### src/rtl/dmem_access_ctrl.sv
// dmem_access_ctrl: CPU/DMA arbiter and req/ack sequencer for the shared data RAM,
// with byte-lane steering and load extension. Optional ACC watchdog: DMEM_TIMEOUT_EN.
module dmem_access_ctrl #(
    parameter int size           = 32,
    parameter int TIMEOUT_CYCLES = 255
) (
    input  logic            clk,
    input  logic            reset,
    input  logic            cpu_req_i,
    input  logic            cpu_we_i,
    input  logic [size-1:0] cpu_addr_i,
    input  logic [size-1:0] cpu_wdata_i,
    input  logic [2:0]      cpu_ctrl_i,
    output logic [size-1:0] cpu_rdata_o,
    output logic            cpu_stall_o,
    input  logic            dma_req_i,
    input  logic            dma_we_i,
    input  logic [size-1:0] dma_addr_i,
    input  logic [size-1:0] dma_wdata_i,
    input  logic [2:0]      dma_ctrl_i,
    output logic [size-1:0] dma_rdata_o,
    output logic            dma_done_o,
    output logic            ram_req_o,
    output logic            ram_we_o,
    output logic [size-1:0] ram_addr_o,
    output logic [size-1:0] ram_wdata_o,
    output logic [3:0]      ram_be_o,
    input  logic            ram_ack_i,
    input  logic [size-1:0] ram_rdata_i,
    output logic            err_o
);

    typedef enum logic [2:0] {IDLE, ACC_CPU, ACC_DMA, DONE_CPU, DONE_DMA} state_t;

    state_t          state;
    logic            last_dma;
    logic [2:0]      acc_ctrl;
    logic [1:0]      acc_off;

    logic            gnt_cpu;
    logic            gnt_dma;
    logic            sel_we;
    logic [size-1:0] sel_addr;
    logic [size-1:0] sel_wdata;
    logic [2:0]      sel_ctrl;
    logic [size-1:0] ld_data;

    function automatic logic [3:0] lane_be(input logic [2:0] ctrl, input logic [1:0] off);
        case (ctrl)
            3'b000, 3'b100: lane_be = 4'b0001 << off;
            3'b001, 3'b101: lane_be = off[1] ? 4'b1100 : 4'b0011;
            default:        lane_be = 4'b1111;
        endcase
    endfunction

    function automatic logic [size-1:0] lane_wdata(input logic [2:0] ctrl,
                                                   input logic [size-1:0] wdata);
        case (ctrl)
            3'b000, 3'b100: lane_wdata = {(size/8){wdata[7:0]}};
            3'b001, 3'b101: lane_wdata = {(size/16){wdata[15:0]}};
            default:        lane_wdata = wdata;
        endcase
    endfunction

    function automatic logic [size-1:0] load_extend(input logic [2:0] ctrl,
                                                    input logic [1:0] off,
                                                    input logic [size-1:0] word);
        logic signed [7:0]  b;
        logic signed [15:0] h;
        b = word[{off, 3'b000} +: 8];
        h = word[{off[1], 4'b0000} +: 16];
        case (ctrl)
            3'b000:  load_extend = {{(size-8){b[7]}}, b};
            3'b100:  load_extend = {{(size-8){1'b0}}, b};
            3'b001:  load_extend = {{(size-16){h[15]}}, h};
            3'b101:  load_extend = {{(size-16){1'b0}}, h};
            default: load_extend = word;
        endcase
    endfunction

    // Round-robin: on a tie the port that did not own the last access wins.
    assign gnt_cpu   = cpu_req_i & (~dma_req_i | last_dma);
    assign gnt_dma   = dma_req_i & ~gnt_cpu;
    assign sel_we    = gnt_cpu ? cpu_we_i    : dma_we_i;
    assign sel_addr  = gnt_cpu ? cpu_addr_i  : dma_addr_i;
    assign sel_wdata = gnt_cpu ? cpu_wdata_i : dma_wdata_i;
    assign sel_ctrl  = gnt_cpu ? cpu_ctrl_i  : dma_ctrl_i;

    assign ld_data     = ram_we_o ? '0 : load_extend(acc_ctrl, acc_off, ram_rdata_i);
    assign cpu_stall_o = cpu_req_i & (state != DONE_CPU);

`ifdef DMEM_TIMEOUT_EN
    localparam int TMO_W = ($clog2(TIMEOUT_CYCLES + 1) > 8) ? $clog2(TIMEOUT_CYCLES + 1) : 8;
    logic [TMO_W-1:0] tmo_cnt;
    logic             tmo_hit;
    assign tmo_hit = (tmo_cnt == TMO_W'(TIMEOUT_CYCLES - 1));
`else
    assign err_o = 1'b0;
`endif

    always_ff @(posedge clk) begin
        if (reset) begin
            state       <= IDLE;
            last_dma    <= 1'b1;
            acc_ctrl    <= 3'b000;
            acc_off     <= 2'b00;
            ram_req_o   <= 1'b0;
            ram_we_o    <= 1'b0;
            ram_be_o    <= 4'b0000;
            ram_addr_o  <= '0;
            ram_wdata_o <= '0;
            cpu_rdata_o <= '0;
            dma_rdata_o <= '0;
            dma_done_o  <= 1'b0;
`ifdef DMEM_TIMEOUT_EN
            tmo_cnt     <= '0;
            err_o       <= 1'b0;
`endif
        end else begin
            dma_done_o <= 1'b0;
`ifdef DMEM_TIMEOUT_EN
            err_o      <= 1'b0;
`endif
            case (state)
                IDLE: begin
                    if (gnt_cpu || gnt_dma) begin
                        state       <= gnt_cpu ? ACC_CPU : ACC_DMA;
                        ram_req_o   <= 1'b1;
                        ram_we_o    <= sel_we;
                        ram_addr_o  <= {sel_addr[size-1:2], 2'b00};
                        ram_be_o    <= sel_we ? lane_be(sel_ctrl, sel_addr[1:0]) : 4'b0000;
                        ram_wdata_o <= lane_wdata(sel_ctrl, sel_wdata);
                        acc_ctrl    <= sel_ctrl;
                        acc_off     <= sel_addr[1:0];
`ifdef DMEM_TIMEOUT_EN
                        tmo_cnt     <= '0;
`endif
                    end
                end
                ACC_CPU, ACC_DMA: begin
                    if (ram_ack_i) begin
                        ram_req_o <= 1'b0;
                        if (state == ACC_CPU) begin
                            cpu_rdata_o <= ld_data;
                            last_dma    <= 1'b0;
                            state       <= DONE_CPU;
                        end else begin
                            dma_rdata_o <= ld_data;
                            dma_done_o  <= 1'b1;
                            last_dma    <= 1'b1;
                            state       <= DONE_DMA;
                        end
                    end
`ifdef DMEM_TIMEOUT_EN
                    // Give up on a silent RAM; the requester still sees a completion.
                    else if (tmo_hit) begin
                        ram_req_o <= 1'b0;
                        err_o     <= 1'b1;
                        if (state == ACC_CPU) begin
                            cpu_rdata_o <= '0;
                            state       <= DONE_CPU;
                        end else begin
                            dma_rdata_o <= '0;
                            dma_done_o  <= 1'b1;
                            state       <= DONE_DMA;
                        end
                    end else begin
                        tmo_cnt <= tmo_cnt + TMO_W'(1);
                    end
`endif
                end
                DONE_CPU, DONE_DMA: state <= IDLE;
                default:            state <= IDLE;
            endcase
        end
    end

endmodule

### config.mk
export PLATFORM = sky130hd
export DESIGN_NAME = dmem_access_ctrl
export DESIGN_NICKNAME = d
export VERILOG_FILES = /design/src/rtl/dmem_access_ctrl.sv
export SDC_FILE = /design/constraint.sdc
export NUM_CORES = 1
export LEC_CHECK = 0
export CORE_MARGIN = 4
export CORE_UTILIZATION = 38
export DETAILED_ROUTE_END_ITERATION = 12
export PLACE_DENSITY = 0.74
export SYNTH_ARGS = -nofsm -noshare
export SYNTH_HDL_FRONTEND = slang
export SYNTH_SLANG_ARGS = --single-unit
### constraint.sdc
create_clock -name clk -period 1.6 [get_ports clk]
set_input_delay 0.32 -clock clk [delete_from_list [all_inputs] [get_ports clk]]
set_output_delay 0.32 -clock clk [all_outputs]
set_load 0.02 [all_outputs]
---- After elaboration in Yosys (flattened, before gate mapping) ----
Cells that the tools add are included.
storage, ports and cells
  input port bits ......................... 173
  output and inout port bits .............. 137
  logic and storage cells ................. 69
  flip-flop bits (word level) ............. 142
cells by class
  muxes and demuxes ....................... 19
  reduce and logical (&&, ||, !) cells .... 15
  bitwise logic cells ..................... 9
  equal/unequal tests ..................... 11
  shift-type cells ........................ 3
operators by type and width
  kind                   number
  $pmux W32 S4           1
  $mux W32               3
  $pmux W32 S2           1
  $shiftx A32 B6 Y16     1
  $shiftx A32 B6 Y8      1
  $eq A3 B3 Y1 const B   4
  $mux W3                4
  $eq A3 B1 Y1 const B   3
  $logic_not A3 Y1       3
  $reduce_and A3 Y1      3
  $mux W4                2
  $pmux W4 S2            1
  $pmux W3 S2            1
  $reduce_and A2 Y1      3
  $reduce_or A2 Y1       3
  $not A1 Y1             5
  $mux W1                4
  $ne A2 B2 Y1 const B   2
  $shl A1 B2 Y4 const A  1
  $and A1 B1 Y1          3
  $eq A3 B2 Y1 const B   1
  $ne A3 B2 Y1 const B   1
  $reduce_or A3 Y1       1
  $mux W2                1
  other kinds (4)        4

---- Logic depth before layout (Yosys ltp) ----
Gate-level depths: netlist of run 1.
  depth in word-level cells ............... 8
  depth in mapped cells ................... 8
  gate-level depth less buffers ........... 5

---- Worst setup path before layout of run 1 ----
No wires, ideal clock.
  path kind ............................... register to register
  start ................................... register acc_off[1]
  end ..................................... register dma_rdata_o[29]
  clock period less this slack ............ 1.748 ns
  path buffers ............................ 1
  arrival ................................. 1.631 ns
  setup slack ............................. -0.148 ns
  stages on the path, launching flop included .. 7
  data required time ...................... 1.483 ns
  setup time .............................. 0.117 ns
  path through ............................ dfxtp_1 mux2_2 a22oi_2 and2b_4 nor3_4 buf_6 a22o_1
on the way
  cells in the longest elaborated chain, start to end .. 3
  elaborated cells between the ends (all ways) .. 4
  those cells by class .................... 2 x shift; 2 x mux
RTL lines
  item                                                     line    RTL
  start, declared                                          38      logic [1:0] acc_off;
  start signal, assigned                                   134     acc_off <= sel_addr[1:0];
  $shiftx A32 B6 Y16 or $shiftx A32 B6 Y8 (tied branches)  71, 70
  $pmux W32 S4 (*)                                         72      case (ctrl)
  $mux W32 (*)                                             89      assign ld_data = ram_we_o ? '0 : load_extend(acc_ctrl, acc_off, ram_rdata_i);
  end signal, assigned                                     148     dma_rdata_o <= ld_data;
  end, declared                                            21      output logic [size-1:0] dma_rdata_o,
Every way passes the cells marked *; elsewhere a longest branch is shown, timed or not.
A chain may end at the register's enable or synchronous reset.

---- Worst setup path after layout of run 1 ----
  start ................................... register acc_off[1]
  end ..................................... register cpu_rdata_o[29]
on the way
  cells in the longest elaborated chain, start to end .. 3
  elaborated cells between the ends (all ways) .. 4
  those cells by class .................... 2 x shift; 2 x mux
RTL lines
  item                                                     line    RTL
  $shiftx A32 B6 Y16 or $shiftx A32 B6 Y8 (tied branches)  71, 70
  $pmux W32 S4 (*)                                         72
  $mux W32 (*)                                             89
  end signal, assigned                                     144     cpu_rdata_o <= ld_data;
  end, declared                                            14      output logic [size-1:0] cpu_rdata_o,
Marked as above.

==> run_results.csv, run 1 <==
group,metric,value,unit
run_status,status,"complete, but fails checks",
run_status,failed_checks,"setup timing",
drt,avgViaCountPerCell,5.38,
final_layout,layout.cells.most_common,"sky130_fd_sc_hd__clkdlybuf4s50_1",
final_layout,final_design_area_excluding_fillers,11700,um^2
timing,layout_min_cycle_time,1.68,ns
setup_path,worstSetupStartpointType,"register",
setup_path,critical-path-max-stage-delay,0.39,ns
floorplan,chipHeight,142,um
clock_network,number_of_hold_buffers_added_after_cts,0,
global_routing,globalRoute.totalOverflow,0,
drt,antenna_violating_nets_post_route,0,
synth,synth-main-ff-cell,"sky130_fd_sc_hd__dfxtp_1",
setup_path,cp_cell_sequence,"mux2_4 -> a21o_1 -> and2b_4 -> nor3_4 -> buf_12 -> a22o_1",
setup_path,worst-r2r-setup-slack,-0.08,ns
synth,synth_simple_gate_area_frac,0.213,
setup_path,crit_path_top_delay_cell,"sky130_fd_sc_hd__dfxtp_4",
drt,totalWireLength,27.2,mm
floorplan,die_x_extent,142,um
synth,synth_edf_count,0,
timing,period_share,1.05,
timing,worst_slack,-0.0826,ns
global_routing,grt_pass1_vias,7323,
setup_path,worst-endpoint-arrival,2.00,ns
synth,netlist_area,6850,um^2
timing,final-hold-violation-count,0,
clock_network,cts_made_buffers,17,
worst_hold_path,class_of_the_worst_hold_path,"in -> reg",
pwr,maximum_resistive_drop_on_vdd,0.894,mV
global_routing,grt_pass1_wl,40.1,mm
global_routing,grt_start_max_net_pins,38,
synth,synth.lib_cells_used.distinct,50,
worst_hold_path,timing.hold.worst_path_depth,3,
floorplan,placeableCoreArea,17500,um^2
clock_network,cts_sinks,142,
clock_network,clock_tree.root_cell,"sky130_fd_sc_hd__clkbuf_16",
synth,synth.yosys.seq_area_share,0.415,
global_routing,antenna_violations_before_repair,0,
timing,fmax,594,MHz
synth,asyncSetResetFlopFracSynth,0,
synth,synth_top_family_by_area,"compound AO/OA/AOI/OAI gates",
setup_path,crit-reg2reg-capture,"cpu_rdata_o[29]",
placed_design,gpl.final_weighted_congestion,0.906,
clock_network,worst_skew_pair.late_latency,0.42,ns
synth,post_synth_xor_area_fraction,0.00128,
synth,post_synth_fa_ha_maj_area_fraction,0,
drt,total_number_of_vias,7660,
setup_path,r2r_cells,6,
pwr,power-per-cell-area,1030,nW/um^2
clock_network,tritoncts,"built",
worst_hold_path,worstHoldStart,"reset",
final_layout,final_cell_mix,"168 x sky130_fd_sc_hd__clkdlybuf4s50_1, 136 x sky130_fd_sc_hd__nand2_1, 135 x sky130_fd_sc_hd__dfxtp_1",
timing,unrepaired_setup_endpoints_after_global_routing,"true",
drt,drtIter0Drc,512,
worst_hold_path,worst_hold_path.endpoint,"cpu_rdata_o[11]",
placed_design,placedInstanceArea,10700,um^2
floorplan,fp.dieArea,20200,um^2
final_layout,stdcell_count,1423,
placed_design,placed_cells,1368,
synth,post_synth_inst_count,814,
pwr,leakagePower,5.23,nW
setup_path,worstSetupPathType,"reg -> reg",
synth,synth_compound_gate_area_share,0.217,
clock_network,clk_slew_on_worst_s_h_paths,0.06,ns
timing,final-max-slew-violation-count,0,
final_layout,drive_above_1_share,0.192,
drt,detail_route.wl_per_cell,19.1,um
placed_design,port-buffer-count,306,
setup_path,critical_path_peak_fanout,16,
floorplan,ios,310,
floorplan,placementRows,48,
drt,drc,0,
setup_path,worst-endpoint-required,1.92,ns
timing,setup_violations,38,
clock_network,cts_buffer_depth,2,
global_routing,gr-usage-all-layers,0.251,
flow_run,drv_cap,0,
synth,synth_area_per_cell,8.41,um^2
floorplan,floorplan.initialDensity,0.392,
setup_path,end_kind,"register",
clock_network,cts_max_level,4,
timing,hold_ws,0.379,ns
synth,ff_latch_count_synth,142,
final_layout,area_growth_syn_to_layout,71.3,%
final_layout,final_core_utilization,0.671,
synth,synth_warnings,0,
final_layout,finalNetCount,1356,
setup_path,regToRegStartpoint,"acc_off[1]",
placed_design,dp.final_hpwl,20.0,mm
drt,drt_pass1_iterations,5,
timing,final.setup_skew,0.00663,ns
synth,muxShareOfSynthArea,0.0956,
==> through the flow <==
step / power, W / setup WS, ns / TNS, ns
after global placement: 0.00778 / -0.563 / -55.17
after CTS: 0.0117 / -0.136 / -1.47
after detailed placement: 0.00782 / -0.590 / -60.46
final: 0.0120 / -0.0826 / -2.22
after floorplan: 0.00595 / -0.0499 / -0.981
after global routing: 0.0126 / -0.119 / -3.91
==> power breakdown <==
part / switching [W] / internal, W / total (W)
clock: 0.00169 / 0.00235 / 0.00404
sequential: 0.000223 / 0.00389 / 0.00411
combinational: 0.00200 / 0.00188 / 0.00388
==> timing repair <==
item,4_1_cts,5_1_grt
pin swaps,19,32
gates cloned,0,7
gates resized for setup,156,67
setup endpoints to repair,226,117
buffers inserted,2,14
==> state kept, by name, summed over array words and instances, names as in the netlist <==
name,cells
cpu_rdata_o,32
dma_rdata_o,32
ram_wdata_o,32
ram_addr_o,30
ram_be_o,4
acc_ctrl,3
state,3
acc_off,2
dma_done_o,1
last_dma,1
ram_req_o,1
ram_we_o,1
==> synthesized netlist by cell type (29+ instances only) <==
cell type	n	area share
sky130_fd_sc_hd__a21oi_1	33	0.024
sky130_fd_sc_hd__a22o_1	33	0.042
sky130_fd_sc_hd__a311oi_1	33	0.042
sky130_fd_sc_hd__clkbuf_1	40	0.022
sky130_fd_sc_hd__dfxtp_1	142	0.42
sky130_fd_sc_hd__mux2i_1	44	0.064
sky130_fd_sc_hd__nand2_1	136	0.075
sky130_fd_sc_hd__nand2b_1	29	0.026
sky130_fd_sc_hd__nand3_1	34	0.025
sky130_fd_sc_hd__nor2_1	75	0.041
sky130_fd_sc_hd__o21ai_0	49	0.036
==> critical path, delay by kind of cell, from the launching register on <==
| kind | cells | cell delay [ns] |
|---|---|---|
| AND/OR/NAND/NOR | 2 | 0.33 |
| buffers and inverters | 1 | 0.15 |
| AO/OA/AOI/OAI | 2 | 0.38 |
| multiplexers | 1 | 0.32 |
| flip-flops | 1 | 0.39 |
==> metal layers <==
layer	vias up	wire length, um	global-route usage
met5	-	0	0
met2	370	13400	0.424
met4	0	772	0.0955
met3	47	2470	0.0608
li1	3664	-	-
met1	3579	10500	0.309
==> layout make-up <==
cell class / instances / area [um^2]
inverter: 10 / 37.5
antenna: 2 / 5.00
clock buffer: 17 / 425
multi-input combinational: 589 / 3850
tap: 225 / 282
fill: 1440 / 5750
clock inverter: 15 / 176
timing repair buffer: 423 / 4090
sequential: 142 / 2860
==> cells by family after synthesis <==
family / Yosys count
AND/OR/NAND/NOR: 311
AO/OA/AOI/OAI: 215
flip-flops: 142
buffers and inverters: 85
multiplexers: 59
XOR/XNOR: 1
other: 1
==> worst max path at each step <==
stage	startpoint	endpoint	slack, ns
after floorplan	acc_off[1]	cpu_rdata_o[19]	-0.05
after global placement	ram_rdata_i[15]	cpu_rdata_o[29]	-0.56
after detailed placement	ram_rdata_i[15]	cpu_rdata_o[29]	-0.59
after CTS	state[2]	cpu_stall_o	-0.14
after global routing	acc_off[1]	cpu_rdata_o[29]	-0.12
final	acc_off[1]	cpu_rdata_o[29]	-0.08
Note: power is estimated with default switching activity, not from simulation.
==> run 2, diff against run 1 <==
Settings changed: CORE_MARGIN 4 to 1.
==> run 2 against run 1 <==
  * The flow still finishes with violations (setup timing)
  * Register-to-register slack barely moved
  * Sequential power barely moved
  * Global-route usage rose by 1.2 points
  * Wire length fell by 8.6%
  * Design area fell by 1.8%
  * Count of clock-buffer cells in the layout did not move
==> run_results.csv, run 2 (synthesis gave the netlist of run 1 again) <==
group,metric,value,unit
run_status,failed_checks,"setup timing",
placed_design,placedInstanceArea,10700,um^2
final_layout,layout.cells.most_common,"sky130_fd_sc_hd__clkdlybuf4s50_1",
clock_network,tritoncts,"built",
drt,detail_route.wl_per_cell,17.6,um
floorplan,floorplan.initialDensity,0.393,
setup_path,worstSetupPathType,"reg -> reg",
drt,drt_pass1_iterations,5,
final_layout,drive_above_1_share,0.179,
setup_path,critical_path_peak_fanout,16,
final_layout,final_design_area_excluding_fillers,11500,um^2
clock_network,worst_skew_pair.late_latency,0.42,ns
floorplan,fp.dieArea,18600,um^2
drt,drtIter0Drc,388,
placed_design,dp.final_hpwl,18.7,mm
final_layout,finalNetCount,1342,
final_layout,reg_top3,"cpu_rdata_o (32), dma_rdata_o (32), ram_wdata_o (32)",
drt,antenna_violating_nets_post_route,0,
setup_path,end_kind,"register",
clock_network,clock_tree.root_cell,"sky130_fd_sc_hd__clkbuf_16",
pwr,maximum_resistive_drop_on_vdd,0.803,mV
placed_design,port-buffer-count,306,
global_routing,grt_pass1_wl,37.4,mm
clock_network,cts_max_level,4,
timing,final-hold-violation-count,0,
timing,period_share,1.05,
setup_path,worst-endpoint-required,1.92,ns
timing,final.setup_skew,0.00794,ns
final_layout,final_cell_mix,"167 x sky130_fd_sc_hd__clkdlybuf4s50_1, 136 x sky130_fd_sc_hd__nand2_1, 135 x sky130_fd_sc_hd__dfxtp_1",
global_routing,globalRoute.totalOverflow,0,
clock_network,cts_sinks,142,
worst_hold_path,class_of_the_worst_hold_path,"in -> reg",
placed_design,gpl.final_weighted_congestion,0.909,
timing,setup_violations,37,
global_routing,grt_pass1_vias,7098,
setup_path,worst-endpoint-arrival,1.99,ns
setup_path,critical-path-max-stage-delay,0.38,ns
timing,hold_ws,0.348,ns
floorplan,die_x_extent,136,um
timing,worst_slack,-0.0737,ns
timing,final-max-slew-violation-count,0,
timing,unrepaired_setup_endpoints_after_global_routing,"true",
setup_path,worstSetupStartpointType,"register",
global_routing,gr-usage-all-layers,0.262,
flow_run,drv_cap,0,
drt,avgViaCountPerCell,5.33,
clock_network,clk_slew_on_worst_s_h_paths,0.07,ns
drt,totalWireLength,24.8,mm
pwr,power-per-cell-area,1000,nW/um^2
clock_network,cts_buffer_depth,2,
final_layout,area_growth_syn_to_layout,68.2,%
final_layout,antenna_cells,0,
setup_path,crit_path_top_delay_cell,"sky130_fd_sc_hd__dfxtp_4",
pwr,leakagePower,5.14,nW
timing,layout_min_cycle_time,1.67,ns
drt,total_number_of_vias,7495,
run_status,status,"complete, but fails checks",
setup_path,cp_cell_sequence,"mux2_4 -> a21o_1 -> and2b_4 -> nor3_4 -> buf_12 -> a22o_1",
floorplan,ios,310,
floorplan,chipHeight,136,um
floorplan,placeableCoreArea,17400,um^2
global_routing,grt_start_max_net_pins,47,
drt,drc,0,
global_routing,antenna_violations_before_repair,0,
timing,fmax,597,MHz
clock_network,cts_made_buffers,17,
floorplan,placementRows,48,
[run 2: where the power goes]
part	switching [W]	internal, W
combinational	0.00193	0.00179
clock	0.00170	0.00203
sequential	0.000214	0.00389
total	0.00384	0.00771
[run 2: timing repair]
item | CTS | global route
hold buffers | 0 | 0
setup endpoints to repair | 246 | 118
buffers inserted | 2 | 8
cloned | 0 | 2
pin swaps | 27 | 28
gates resized for setup | 155 | 60
[run 2: metrics by stage]
step / worst slack, ns / cells / TNS (ns) / util / total power, W
2_1_floorplan: -0.0499 / 816 / -0.981 / - / 0.00595
3_3_place_gp: -0.573 / 1365 / -57.22 / 0.615 / 0.00779
3_5_place_dp: -0.605 / 1365 / -64.88 / 0.615 / 0.00784
4_1_cts: -0.105 / 1399 / -2.22 / 0.642 / 0.0113
5_1_grt: -0.0998 / 1407 / -3.46 / 0.661 / 0.0121
6_report: -0.0737 / 1407 / -1.74 / 0.661 / 0.0115
[run 2: cell type report]
type	instances	area [um^2]
Clock buffer	17	425
Clock inverter	15	125
Fill cell	1495	5900
Inverter	10	37.5
Multi-Input combinational cell	589	3840
Sequential cell	142	2860
Tap cell	225	282
Timing Repair Buffer	409	3940
[run 2: worst max-delay path: cells and delay by family, from the launching register on]
family / cells / cell delay (ns)
DFF: 1 / 0.38
AOI/OAI and AO/OA: 2 / 0.38
buffers and inverters: 1 / 0.15
muxes: 1 / 0.32
and+or+nand+nor: 2 / 0.34
[run 2: path summary, 6_finish.rpt]
kind,start,endpoint,slack [ns],cells after the start
setup / recovery,acc_off[1],cpu_rdata_o[29],-0.07,6
hold / removal,reset,cpu_rdata_o[14],0.35,3
setup reg to reg,acc_off[1],cpu_rdata_o[29],-0.07,6
hold reg to reg,dma_rdata_o[1],dma_rdata_o[1],0.44,2
[run 2: layer usage]
layer,share of wire,GRT usage,vias to the layer above
met4,0.023,0.0951,0
met5,0,0,-
met2,0.49,0.459,322
li1,-,-,3638
met3,0.074,0.0585,36
met1,0.41,0.312,3499
